$ cat src/rtl/ps2_rx_ctrl.sv
// PS/2 keyboard receiver: synchronizer, 11-bit framer, E0/F0 prefix decode
// and a small first-word-fall-through key-event FIFO in the FPGAClk domain.
module ps2_rx_ctrl #(
  parameter int SYNC_STAGES = 2,
  parameter int TIMEOUT_CYC = 15000,
  parameter int FIFO_DEPTH  = 4
) (
  input  logic       FPGAClk,
  input  logic       rst,
  input  logic       PS2Clk,
  input  logic       PS2Data,
  input  logic       en,
  output logic [7:0] key_code,
  output logic       key_ext,
  output logic       key_break,
  output logic       key_valid,
  input  logic       key_ready,
  output logic       frame_err,
  output logic       fifo_ovf,
  output logic       busy,
  output logic [3:0] bit_cnt
);

  localparam int AW  = $clog2(FIFO_DEPTH);
  localparam int CW  = AW + 1;
  localparam int WW  = $clog2(TIMEOUT_CYC + 1);
  localparam logic [WW-1:0] WD_LAST = WW'(TIMEOUT_CYC - 1);
  localparam logic [CW-1:0] DEPTH   = CW'(FIFO_DEPTH);

  typedef enum logic [1:0] {
    IDLE,
    DATA,
    PAR,
    STOP
  } state_t;

  typedef struct packed {
    logic       ext;
    logic       brk;
    logic [7:0] code;
  } ev_t;

  logic [SYNC_STAGES-1:0] clk_sync;
  logic [SYNC_STAGES-1:0] dat_sync;
  logic                   clk_prev;
  logic                   fall;
  logic                   din;

  state_t        state;
  logic [7:0]    shreg;
  logic          par;
  logic          ext_f;
  logic          brk_f;
  logic [WW-1:0] wd;
  logic          tout;
  logic          stop_ok;
  logic          push;
  ev_t           push_ev;

  ev_t           mem [FIFO_DEPTH];
  ev_t           head;
  logic [AW-1:0] wr_ptr;
  logic [AW-1:0] rd_ptr;
  logic [CW-1:0] count;
  logic          full;
  logic          pop;
  logic          wr_en;

  // Flops reset high so releasing reset never looks like a clock fall.
  always_ff @(posedge FPGAClk) begin
    if (rst) begin
      clk_sync <= '1;
      dat_sync <= '1;
      clk_prev <= 1'b1;
    end else begin
      clk_sync <= {clk_sync[SYNC_STAGES-2:0], PS2Clk};
      dat_sync <= {dat_sync[SYNC_STAGES-2:0], PS2Data};
      clk_prev <= clk_sync[SYNC_STAGES-1];
    end
  end

  assign din  = dat_sync[SYNC_STAGES-1];
  assign fall = en & clk_prev & ~clk_sync[SYNC_STAGES-1];
  assign tout = (state != IDLE) & ~fall & (wd == WD_LAST);

  assign stop_ok = (state == STOP) & fall & din & (^{shreg, par});
  assign push    = stop_ok & (shreg != 8'hE0) & (shreg != 8'hF0);
  assign push_ev = {ext_f, brk_f, shreg};

  always_ff @(posedge FPGAClk) begin
    if (rst) begin
      state     <= IDLE;
      shreg     <= '0;
      par       <= 1'b0;
      bit_cnt   <= '0;
      ext_f     <= 1'b0;
      brk_f     <= 1'b0;
      wd        <= '0;
      frame_err <= 1'b0;
    end else begin
      frame_err <= 1'b0;
      if (!en) begin
        state   <= IDLE;
        wd      <= '0;
        bit_cnt <= '0;
      end else if (tout) begin
        state     <= IDLE;
        wd        <= '0;
        bit_cnt   <= '0;
        frame_err <= 1'b1;
        ext_f     <= 1'b0;
        brk_f     <= 1'b0;
      end else begin
        if (fall || state == IDLE) begin
          wd <= '0;
        end else begin
          wd <= wd + 1'b1;
        end
        if (fall) begin
          unique case (state)
            IDLE: begin
              if (!din) begin
                state   <= DATA;
                bit_cnt <= '0;
              end else begin
                frame_err <= 1'b1;
                ext_f     <= 1'b0;
                brk_f     <= 1'b0;
              end
            end
            DATA: begin
              shreg   <= {din, shreg[7:1]};
              bit_cnt <= bit_cnt + 4'd1;
              if (bit_cnt == 4'd7) begin
                state <= PAR;
              end
            end
            PAR: begin
              par   <= din;
              state <= STOP;
            end
            STOP: begin
              state   <= IDLE;
              bit_cnt <= '0;
              if (stop_ok) begin
                if (shreg == 8'hE0) begin
                  ext_f <= 1'b1;
                end else if (shreg == 8'hF0) begin
                  brk_f <= 1'b1;
                end else begin
                  ext_f <= 1'b0;
                  brk_f <= 1'b0;
                end
              end else begin
                frame_err <= 1'b1;
                ext_f     <= 1'b0;
                brk_f     <= 1'b0;
              end
            end
            default: state <= IDLE;
          endcase
        end
      end
    end
  end

  assign busy = (state != IDLE);

  assign full      = (count == DEPTH);
  assign key_valid = (count != '0);
  assign pop       = key_valid & key_ready;
  assign wr_en     = push & (~full | pop);
  assign head      = mem[rd_ptr];

  assign key_code  = key_valid ? head.code : 8'h00;
  assign key_ext   = key_valid & head.ext;
  assign key_break = key_valid & head.brk;

  always_ff @(posedge FPGAClk) begin
    if (wr_en) begin
      mem[wr_ptr] <= push_ev;
    end
  end

  always_ff @(posedge FPGAClk) begin
    if (rst) begin
      wr_ptr   <= '0;
      rd_ptr   <= '0;
      count    <= '0;
      fifo_ovf <= 1'b0;
    end else begin
      if (wr_en) begin
        wr_ptr <= wr_ptr + 1'b1;
      end
      if (pop) begin
        rd_ptr <= rd_ptr + 1'b1;
      end
      if (wr_en && !pop) begin
        count <= count + 1'b1;
      end else if (!wr_en && pop) begin
        count <= count - 1'b1;
      end
      if (push && !wr_en) begin
        fifo_ovf <= 1'b1;
      end
    end
  end

endmodule
$ cat config.mk
export PLATFORM = sky130hd
export DESIGN_NAME = ps2_rx_ctrl
export DESIGN_NICKNAME = d
export VERILOG_FILES = /design/src/rtl/ps2_rx_ctrl.sv
export SDC_FILE = /design/constraint.sdc
export NUM_CORES = 1
export LEC_CHECK = 0
export CAP_MARGIN = 15
export CORE_ASPECT_RATIO = 0.8
export CORE_MARGIN = 2
export CORE_UTILIZATION = 48
export CTS_BUF_LIST = sky130_fd_sc_hd__clkbuf_4 sky130_fd_sc_hd__clkbuf_8
export CTS_CLUSTER_SIZE = 40
export DETAILED_ROUTE_END_ITERATION = 6
export PLACE_DENSITY = 0.67
export SETUP_SLACK_MARGIN = 0.5
export SYNTH_ARGS = -nofsm -noshare
export SYNTH_HDL_FRONTEND = slang
export SYNTH_SLANG_ARGS = --single-unit
$ cat constraint.sdc
create_clock -name FPGAClk -period 6.5 [get_ports FPGAClk]
set_input_delay 1.3 -clock FPGAClk [delete_from_list [all_inputs] [get_ports FPGAClk]]
set_output_delay 1.3 -clock FPGAClk [all_outputs]
set_load 0.05 [all_outputs]
## Word level (Yosys, flattened, before mapping)

Memory sizes are Yosys's and may differ from the RTL's. A register that Yosys moved wholly into a read port is not among the register bits.
Index checks and enable logic that the tools add are counted.

| word-level totals | value |
|---|---|
| bits in registers | 45 |
| output and inout port bits | 18 |
| input bits | 6 |
| RAM bits | 40 |
| memories kept | 1 |

Memories:

| name | depth | bits a word | rd ports | clocked after memory_dff | write ports | RTL line | RTL |
|---|---|---|---|---|---|---|---|
| mem | 4 | 10 | 1 | 1 | 1 | 60 | `ev_t mem [FIFO_DEPTH];` |

| operators by class | value |
|---|---|
| add/sub/neg operators | 6 |
| multiplexer cells | 30 |
| equality and inequality tests | 15 |
| reduce and logical (&&, ||, !) cells | 23 |
| bitwise logic cells | 19 |

Operator list:

| operator | count |
|---|---|
| 1-bit two-way mux | 17 |
| 8-bit equality test (second input constant) | 2 |
| 8-bit != test (second input constant) | 2 |
| 14-bit by 1-bit adder with 14-bit output (second input constant) | 1 |
| 14-bit equality test (second input constant) | 1 |
| 1-bit bitwise AND | 13 |
| 4-bit one-hot mux with 3 select lines | 1 |
| 5-bit AND reduction | 2 |
| 3-bit nonzero test | 3 |
| 9-bit XOR reduction | 1 |
| 2-bit two-way mux | 4 |
| 8-bit two-way mux | 1 |
| 2-bit one-hot mux with 4 select lines | 1 |
| 4-bit AND reduction | 2 |
| 3-bit two-way mux | 2 |
| 1-bit one-hot mux with 2 select lines | 3 |
| 3-bit AND reduction | 2 |
| 2-bit nonzero test | 3 |
| 5-bit != test (second input constant) | 1 |
| 1-bit NOT | 5 |
| 2-bit by 1-bit adder with 2-bit output (second input constant) | 2 |
| 4-bit by 1-bit adder with 4-bit output (second input constant) | 1 |
| 2-bit equality test (second input constant) | 2 |
| 4-bit by 3-bit equality test with 1-bit output (second input constant) | 1 |
| other kinds (16) | 20 |

## Depth between registers and ports, before layout

Gate-level depths: netlist of the first run.

| logic depth | value |
|---|---|
| depth after elaboration | 12 |
| depth in mapped cells | 11 |
| mapped depth without buffers | 11 |

## Worst setup path before layout of the first run

Ideal clock, no wire load.

| timing | value |
|---|---|
| path type | input-to-reg |
| start | input port en |
| end | register count[2] |
| data arrival time | 3.218 ns |
| cell stages on the path | 10 |
| slack | 3.212 ns |
| data required time | 6.429 ns |
| path buffers | 0 |
| path through | nand3b_1 nor3_1 nand3_1 mux2i_4 ha_1 inv_1 fa_1 xor2_1 or3_1 a21oi_1 |

| between the ends | value |
|---|---|
| word-level cells in the longest chain between the ends | 11 |

Ends and longest elaborated chain:

| item | RTL line | RTL |
|---|---|---|
| start, declared | 12 | `input logic en,` |
| 1-bit bitwise AND (*) (2 in series) | 83 | `assign fall = en & clk_prev & ~clk_sync[SYNC_STAGES-1];` |
| 1-bit bitwise AND (*) (3 in series) | 86 | `assign stop_ok = (state == STOP) & fall & din & (^{shreg, par});` |
| 1-bit bitwise AND (*) (2 in series) | 87 | `assign push = stop_ok & (shreg != 8'hE0) & (shreg != 8'hF0);` |
| 1-bit bitwise AND (*) | 172 | `assign wr_en = push & (~full \| pop);` |
| named net wr_en | 67 | `logic wr_en;` |
| 1-bit logical NOT | 200 | `end else if (!wr_en && pop) begin` |
| 1-bit logical AND | 200 |  |
| 2-bit nonzero test (no source line) | -- |  |
| end signal, assigned | 199 | `count <= count + 1'b1;` |
| end signal, assigned | 201 | `count <= count - 1'b1;` |
| end, declared | 64 | `logic [CW-1:0] count;` |

The timed path passes the listed nets; every way through them passes the cells marked *.
A chain may end at the register's enable or synchronous reset.

==> key figures, run 1 <==
Layout
  • Antenna Cells: 0
  • Seq. cell area: between 2000 and 2500 um2
  • Fillers: 660
  • Final cell count without fillers: between 400 and 500
  • Layout cells sized above 1: roughly an eighth
  • Post-route cell area: around 4300 um2
  • NumNets Final: 360
  • Area taken by multi-input logic gates: around 1500 um2
  • Area Growth Syn to Fin: 14.7%

Logic synthesis
  • Avg Inst Size Synth: 11.9 um2
  • FFs w/ async S/R, synth: 0%
  • Top area cells in the synthesized netlist: edfxtp_1, dfxtp_1, mux4_2
  • Synth Flop Type: dfxtp_1
  • Yosys reg bits: a little under 90
  • Area leader, netlist: edfxtp_1
  • Top-count cell post-synth: dfxtp_1
  • Post-synth EDFFs: 40
  • Register area share after synthesis: a little under three fifths
  • Yosys cell types: 45
  • Synth Instances: 315
  • Most frequent cells after synthesis: dfxtp_1, edfxtp_1, nand2_1
  • Synth warn: 0
  • Top-area cell type share of the netlist area: between 30 and 40%
  • Netlist Area Pre-Place: roughly 3700 um2
  • Syn_nets: approximately 330

Timing
  • Final setup margin: approximately 2.6 ns
  • Final hold violation count: 0
  • Fin Setup TNS: 0 ns
  • Fmax: roughly 260 MHz
  • Final slew viol count: 0
  • Crit share post-route: between 60% and 70%
  • Unrepaired setup endpoints after global routing: false
  • Final setup skew: about 0.0059 ns
  • Min Tclk post-route: just under 4 ns
  • Final setup viols: 0
  • Worst Tran Pin Value: between 0.8 and 0.9 ns
  • Hold slack: 0.421 ns
  • Max-slew headroom: slightly above 40%

Die
  • Area of the core: around 7500 um2
  • Die Y: slightly above 80 um
  • Die width: 103 um
  • Initial Util: 50.1%
  • Die area: approximately 8500 um2
  • I/O Pins: 24
  • # rows: 28

Place
  • Post-DP Area: around 4000 um2
  • DP Worst Slack: about 2.4 ns
  • Placed Cells: around 440
  • # port buffers: 23
  • DPL Wire Length: 4270 um
  • Placer Congestion: ~0.8

Worst setup path
  • CP required: 5.20 ns
  • Worst path arrival time: around 2.6 ns
  • Reg2reg path depth: 10
  • R2R Path Start: shreg[6]
  • Crit path cell chain: mux4_2 -> and2_1 -> clkdlybuf4s50_1
  • Endpoint type of the worst setup path: output pin
  • CP max stage cell: dfxtp_1
  • WS Path Type: reg -> out
  • Crit start category: flop
  • Crit path max fanout: 10
  • R2R Setup Slk: approximately 3.3 ns
  • Slowest Stage Delay on Critical Path: 0.79 ns
  • Worst R2R End: count[2]

Global routing
  • Overall global routing resource usage: approximately 16%
  • Vias in the first global route: between 2000 and 2500
  • Initial antenna violation count: 0
  • Gr ovfl total: 0
  • First-pass GRT wire length: a little over 10000 um
  • Largest net degree at the start of global routing: 26

Min path
  • Hold Path Cell Cnt: 1
  • Hold Crit Class: reg -> reg
  • Hold path start: clk_sync[0]
  • Worst Hold End: clk_sync[1]

Clocking
  • H-tree depth: 3
  • CTS tree: built
  • Clk buf depth: 2
  • Num CTS Buffers: 9
  • Worst-path clk slew: 0.09 ns
  • Post-CTS setup buffer count: 0
  • Hold_buf cts: 0
  • # clock sinks: 87
  • # resized after CTS: 0
  • CTS root buffer: clkbuf_8
  • Worst-skew pair later-pin latency: about 0.35 ns

Power
  • Max VDD drop: 0.000124 V
  • PD cells: 227 nW/um2
  • Leak pwr: between 0.001 and 0.0015 uW

Routing
  • DRT iter0 DRCs: 97
  • Pre-antenna DRT Iters: 4
  • DR vias/cell: roughly 5
  • Routed WL: around 6200 um
  • Vias: 2289
  • WL/cell: about 14 um
  • DRC Markers: 0
  • Post-DRT Antenna Nets: 0

Flow run
  • Max Cap Viol: 0

Outcome
  • Status: finished clean
==> state kept, by name (all words and copies together) (netlist names), 3 cells and up, named ones only <==
register and cells:
mem 40, wd 14, shreg 8, bit_cnt 4, count 3
==> per-stage QoR <==
| stage | power, uW | utilization [%] |
|---|---|---|
| detailed placement | 594 | 54.5 |
| CTS | 982 | 57.4 |
| finish | 972 | 57.4 |
| global placement | 594 | 54.5 |
| global route | 1010 | 57.4 |
| floorplan | 588 | - |
==> worst max-delay path, delay by kind of cell, from the launching register on <==
kind	cells	cell delay (ns)
multiplexers	1	0.60
AND/OR/NAND/NOR	1	0.17
flip-flops	1	0.79
buffers and inverters	1	0.69
==> cell type report <==
class | count | share of cell area (%)
flip-flops and latches | 87 | 50.0
multi-input cells | 211 | 35.6
clock inverters | 6 | 1.87
repair buffers | 23 | 5.37
clock buffers | 10 | 3.21
inverters | 10 | 0.876
well taps | 105 | 3.06
==> how the worst max path moves through the flow <==
stage,slack [ns],end,cells past startpoint
after floorplan,3.21,count[2],10
after global placement,2.52,count[2],11
after detailed placement,2.36,count[2],11
after CTS,2.55,key_code[3],3
after global routing,2.45,key_code[3],3
final,2.60,key_code[7],3
==> power by group <==
group / switching (uW) / internal (uW) / total, uW / leakage, uW
registers: 1.08 / 568 / 569 / 0.000782
logic: 6.39 / 5.11 / 11.5 / 0.000571
clock network: 197 / 194 / 391 / 0.000106
total: 204 / 767 / 972 / 0.00146
==> cells by family after synthesis <==
kind of cell    after synthesis  share of synthesized area (%)
fa+ha+maj                    12                           4.22
mux                          17                           8.41
compound gates               30                           4.86
xor+xnor                     22                           6.26
buf+inv                      17                           1.77
flops                        87                           57.3
simple gates                130                           17.1
==> metal layers <==
metal  up-vias  routed length (um)  global-route usage [%]
met5         -                   0                       0
met4         0                  68                    4.36
met2        43                2830                    23.5
met1      1079                3080                    21.9
met3         6                 253                    5.30
li1       1161                   -                       -
==> cell usage in the layout (no fill, tap or decap), drive strengths merged, types with 3 or more instances in the layout <==
master and count:
or3 4, nor2 35, dfxtp 47, mux2i 5
and2 15, nand2 37, nor3 5, clkdlybuf4s50 23
nand3 13, xor2 15, or2 5, edfxtp 40
ha 11, clkbuf 10, inv 11, o21ai 5
nand4b 3, clkinv 3, mux4 10, xnor2 6
a21oi 16
Power figures use the tool's default switching activity.
==> run 2: changes to the inputs <==
- PLACE_DENSITY: 0.67 -> 0.69
- clock period: 6.5 -> 3.2 ns (I/O delays scaled with it)
==> key figures, run 2 (synthesis results as in run 1) <==
Clocking
  • Worst-path clk slew: about 0.09 ns
  • Clk buf depth: 2
  • # clock sinks: a little under 90
  • CTS tree: built
  • Worst-skew pair later-pin latency: between 0.3 and 0.4 ns
  • Num CTS Buffers: 9
  • CTS root buffer: clkbuf_8
  • Hold_buf cts: 0
  • H-tree depth: 3

Routing
  • Vias: about 2400
  • DR vias/cell: between 5 and 6
  • Post-DRT Antenna Nets: 0
  • DRT iter0 DRCs: around 150
  • WL/cell: around 14 um
  • Routed WL: approximately 6500 um
  • Pre-antenna DRT Iters: 4
  • DRC Markers: 0

Timing
  • Unrepaired setup endpoints after global routing: true
  • Final hold violation count: 0
  • Min Tclk post-route: about 2.7 ns
  • Final setup skew: between 0.008 and 0.009 ns
  • Max-slew headroom: 64.8%
  • Worst Tran Pin Value: 0.527 ns
  • Fin Setup TNS: 0 ns
  • Crit share post-route: ~84%
  • Final slew viol count: 0
  • Fmax: between 300 and 400 MHz
  • Final setup margin: ~0.50 ns
  • Final setup viols: 0

Die
  • Die Y: 82.9 um
  • # rows: 28
  • I/O Pins: 24
  • Die area: approximately 8500 um2
  • Die width: slightly above 100 um
  • Initial Util: approximately 50%
  • Area of the core: between 7000 and 8000 um2

Worst setup path
  • R2R Setup Slk: roughly 0.50 ns
  • Endpoint type of the worst setup path: flop
  • Worst path arrival time: around 3.0 ns
  • Crit path cell chain: xnor2_2 -> xnor3_2 -> xor2_4 -> mux2i_4 -> ha_2 -> inv_1 -> fa_2 -> xor2_1 -> or3_1 -> a21oi_2
  • Crit path max fanout: 5
  • CP max stage cell: xnor3_2
  • Slowest Stage Delay on Critical Path: 0.49 ns
  • WS Path Type: reg -> reg
  • Crit start category: flop
  • CP required: about 3.5 ns

Power
  • Clock power frac: approximately two fifths
  • Sw frac: a little over a fifth
  • Reg power frac: 59.0%
  • Int Pwr: 1530 uW
  • PD cells: roughly 440 nW/um2
  • Leak pwr: ~0.0015 uW
  • Max VDD drop: ~0.00033 V
  • Combinational fraction of design power: 1.3%
  • P_sw: roughly 420 uW

Place
  • DP Worst Slack: ~0.047 ns
  • DPL Wire Length: roughly 4400 um
  • # port buffers: 23
  • Post-DP Area: roughly 4100 um2
  • Placer Congestion: between 0.7 and 0.8
  • Placed Cells: between 400 and 500

Layout
  • Post-route cell area: roughly 4400 um2
  • Commonest non-fill, non-tap cells in the layout: dfxtp_1, edfxtp_1, nand2_1
  • Layout cells sized above 1: around 22%
  • Max reg flops: 40
  • NumNets Final: around 380
  • Antenna Cells: 0
  • Area Growth Syn to Fin: 17.8%
  • Most common cell after layout, fill and taps aside: dfxtp_1
  • Fin util: between 50% and 60%
  • Final cell count without fillers: approximately 470
  • Top Registers: mem: 40 flops, wd: 14 flops, shreg: 8 flops
  • Top reg by flops: mem

Global routing
  • Initial antenna violation count: 0
  • Vias in the first global route: between 2000 and 2500
  • Gr ovfl total: 0
  • Overall global routing resource usage: 16.5%
  • First-pass GRT wire length: 10700 um
  • Largest net degree at the start of global routing: 25

Outcome
  • Status: finished clean

Min path
  • Hold Crit Class: reg -> reg

Flow run
  • Max Cap Viol: 0
[run 2: path summary, 6_finish.rpt]
check                     end  cells after the start         from
setup reg to reg     count[2]                     10     shreg[7]
hold reg to reg   dat_sync[1]                      1  dat_sync[0]
setup / recovery     count[2]                     10     shreg[7]
hold / removal    dat_sync[1]                      1  dat_sync[0]
[run 2: routing by layer]
layer  track usage, %  wire length [um]  vias up
met5                0                 0        -
met4             3.64                65        0
met3             6.40               271        5
met2             26.1              3210       44
met1             21.5              2980     1169
li1                 -                 -     1196
[run 2: through the flow]
stage / power [uW] / hold slack [ns]
floorplan: 1190 / 0.389
global placement: 1210 / 0.393
detailed placement: 1210 / 0.396
CTS: 1980 / 0.417
global route: 2030 / 0.426
finish: 1950 / 0.416
[run 2: power by group through the flow]
stage          combinational [uW]  clock (uW)  sequential [uW]
2_1_floorplan                12.3           0             1180
3_3_place_gp                 24.8           0             1180
3_5_place_dp                 25.0           0             1180
4_1_cts                      25.2         800             1150
5_1_grt                      27.1         851             1150
6_report                     24.8         777             1150
[run 2: final cells by class]
| cell class | count | area, um2 |
|---|---|---|
| Multi-Input combinational cell | 211 | 1570 |
| Clock inverter | 7 | 77.6 |
| Sequential cell | 87 | 2160 |
| Tap cell | 105 | 131 |
| Clock buffer | 9 | 124 |
| Timing Repair Buffer | 39 | 302 |
| Fill cell | 628 | 3060 |
| Inverter | 10 | 37.5 |
[run 2: worst max-delay path, delay by kind of cell, from the launching register on]
kind	cells	cell delay (ns)
adder cells (fa/ha/maj)	2	0.53
buffers and inverters	1	0.05
flip-flops	1	0.39
XOR/XNOR	4	0.95
AO/OA/AOI/OAI	1	0.14
AND/OR/NAND/NOR	1	0.32
multiplexers	1	0.27
[run 2: repair_timing]
action,in CTS,in global routing
pin swaps,2,6
cloned,0,0
hold endpoints to repair,0,0
setup endpoints to repair,12,12
resized for setup,18,25
buffers inserted,6,3
==> edit, RTL diff (config.mk and constraints of run 1) <==
Set the parameter `TIMEOUT_CYC` to 30000 (it was 15000).
--- a/src/rtl/ps2_rx_ctrl.sv
+++ b/src/rtl/ps2_rx_ctrl.sv
@@ -2,7 +2,7 @@
 // and a small first-word-fall-through key-event FIFO in the FPGAClk domain.
 module ps2_rx_ctrl #(
   parameter int SYNC_STAGES = 2,
-  parameter int TIMEOUT_CYC = 15000,
+  parameter int TIMEOUT_CYC = 30000,
   parameter int FIFO_DEPTH  = 4
 ) (
   input  logic       FPGAClk,
Check against the original RTL: same outputs for any inputs over 10 cycles, from zero or initial values and one cycle with rst high; that may be too few to reach the edited logic, so the function may still have changed.
==> edit against run 1 <==
- sequential cell count rose by 1
- cell area fell by 1.0%
- critical endpoint is now key_code[1]
- wire length is 0.50% lower
- clock skew grew 0.0025 ns
- die area is 0.58% lower
- worst setup slack gained 0.041 ns
- synthesized area down 0.60%
- hold slack got worse by 0.0065 ns
Power is not compared: it rests on default switching activity, and its combinational part moved more than twofold at a synthesized area within 25%.
==> edit: results (changes against run 1) <==
The run finished with clean final reports. The detailed-placement wirelength estimate was 4.229 mm (-0.86%). The instance count of the mapped netlist came out at 310 (-1.6%). The aggregate global-route resource usage is 16.50% (+0.79 points). The most critical setup path has its endpoint at key_code[1]. The worst setup timing slack at the placement stage came out at 2.328 ns (-0.03527 ns).

The layout cell share with drive strength beyond 1 is 12.87% (+0.76 points). The met2 track utilization from global routing is 23.68% (+0.21 points). The number of buffers inserted to repair setup after CTS came out at 0 (unchanged). The worst vdd rail ir drop is roughly 0.13 mV. The wire length per cell came out at 13.86 um (+0.62%). The endpoint identified for the worst register-to-register timing path is count[2]$_SDFFE_PP0P_. The via count of the first global-routing pass came out at 2048 (-3.6%). The cell count after placement is 431 (-1.1%). The largest registers in the layout are mem x40, wd x15, shreg x8.

The global-route wire length before repair is 10.26 mm (+0.54%). The number of nets produced by synthesis is 328 (-1.5%). The maximum single-stage delay on the critical path came out at 0.75 ns (-0.04 ns). The footprint of the flip-flops and latches came out at 0.002162 mm^2 (+0.93%). The final net count came to 355 (-1.4%).

The setup skew after layout is 0.008393 ns (+0.002493 ns). The area added between synthesis and finish came out at 14.25%. The arrival time of the worst setup path is 2.56 ns (-0.04 ns).

The area taken by multi-input logic gates is 0.001485 mm^2 (-2.8%). The total vias in the final route is 2233 (-2.4%). In this run the critical register-to-register path is launched from shreg[4]$_SDFFE_PP0P_.

The final hold slack came out at 0.4146 ns (-0.006494 ns). The slew at the pin closest to its max-slew limit came out at 0.9073 ns (+0.03116 ns). The met2 wire length is 2.700 mm (-4.5%). The worst setup slack for register-to-register paths is 3.39 ns (+0.11 ns).

The clock distribution area overhead in the final layout is 4.630% (-0.45 points). The placer's final routability congestion estimate came out at 0.7752 (-1.7%). The global routing met3 resource utilization is 6.313% (+1.0 points). The filler cell count in the final layout came to 632 (-4.2%). The share of the cycle needed by the critical path after routing is 59.42% (-0.63 points). The multi-input combinational cell count is 205 (-2.8%).

The number of sequential storage elements came out at 88 (+1.1%). By count the netlist is led by sky130_fd_sc_hd__dfxtp_1, sky130_fd_sc_hd__edfxtp_1, sky130_fd_sc_hd__nor2_1. The wire length the detailed router placed on met1 was 3.128 mm (+1.6%). The total placed instance area was 0.004046 mm^2 (-0.55%). The destination of the worst hold path is dat_sync[1]$_SDFF_PP1_. The net switching power of the design came out at approximately 0.00025 W. The sequential fraction of the synthesis area came out at 58.22% (+0.89 points). The routing usage on met1 came to 23.25% (+1.4 points). The total length of routed met3 wires came to 300 um (+19%). The number of standard cells in the layout, taps in and fillers out came out at 447 (-1.1%). By area the synthesized netlist is led by sky130_fd_sc_hd__edfxtp_1, sky130_fd_sc_hd__dfxtp_1, sky130_fd_sc_hd__mux4_2.

The distinct cell type count of the synthesized netlist came out at 46 (+2.2%). The number of DRC markers after the initial detailed-route iteration came out at 119 (+23%). The buffer share of cell area was 5.426% (+0.055 points).

The clock buffer instance count of the final layout came out at 9 (-1).
[edit: cell count changes in the layout (fill, tap and decap cells not counted), moves of 2 or more]
cell                      before  now
sky130_fd_sc_hd__and2_2        0    4
sky130_fd_sc_hd__inv_8         0    2
sky130_fd_sc_hd__nand4_1       1    3
sky130_fd_sc_hd__nor3_1        5    0
sky130_fd_sc_hd__a21o_1        2    0
sky130_fd_sc_hd__nor2_1       35   37
sky130_fd_sc_hd__xnor2_1       6    9
sky130_fd_sc_hd__and2_1       15   10
sky130_fd_sc_hd__o21ai_0       5    3
[edit: kinds of logic after synthesis]
family	Yosys count	synth area share, %
AO/OA/AOI/OAI	25	4.144
XOR/XNOR	24	6.267
adder cells (fa/ha/maj)	12	4.245
buffers and inverters	17	1.786
flip-flops	88	58.22
multiplexers	15	7.581
AND/OR/NAND/NOR	129	17.76
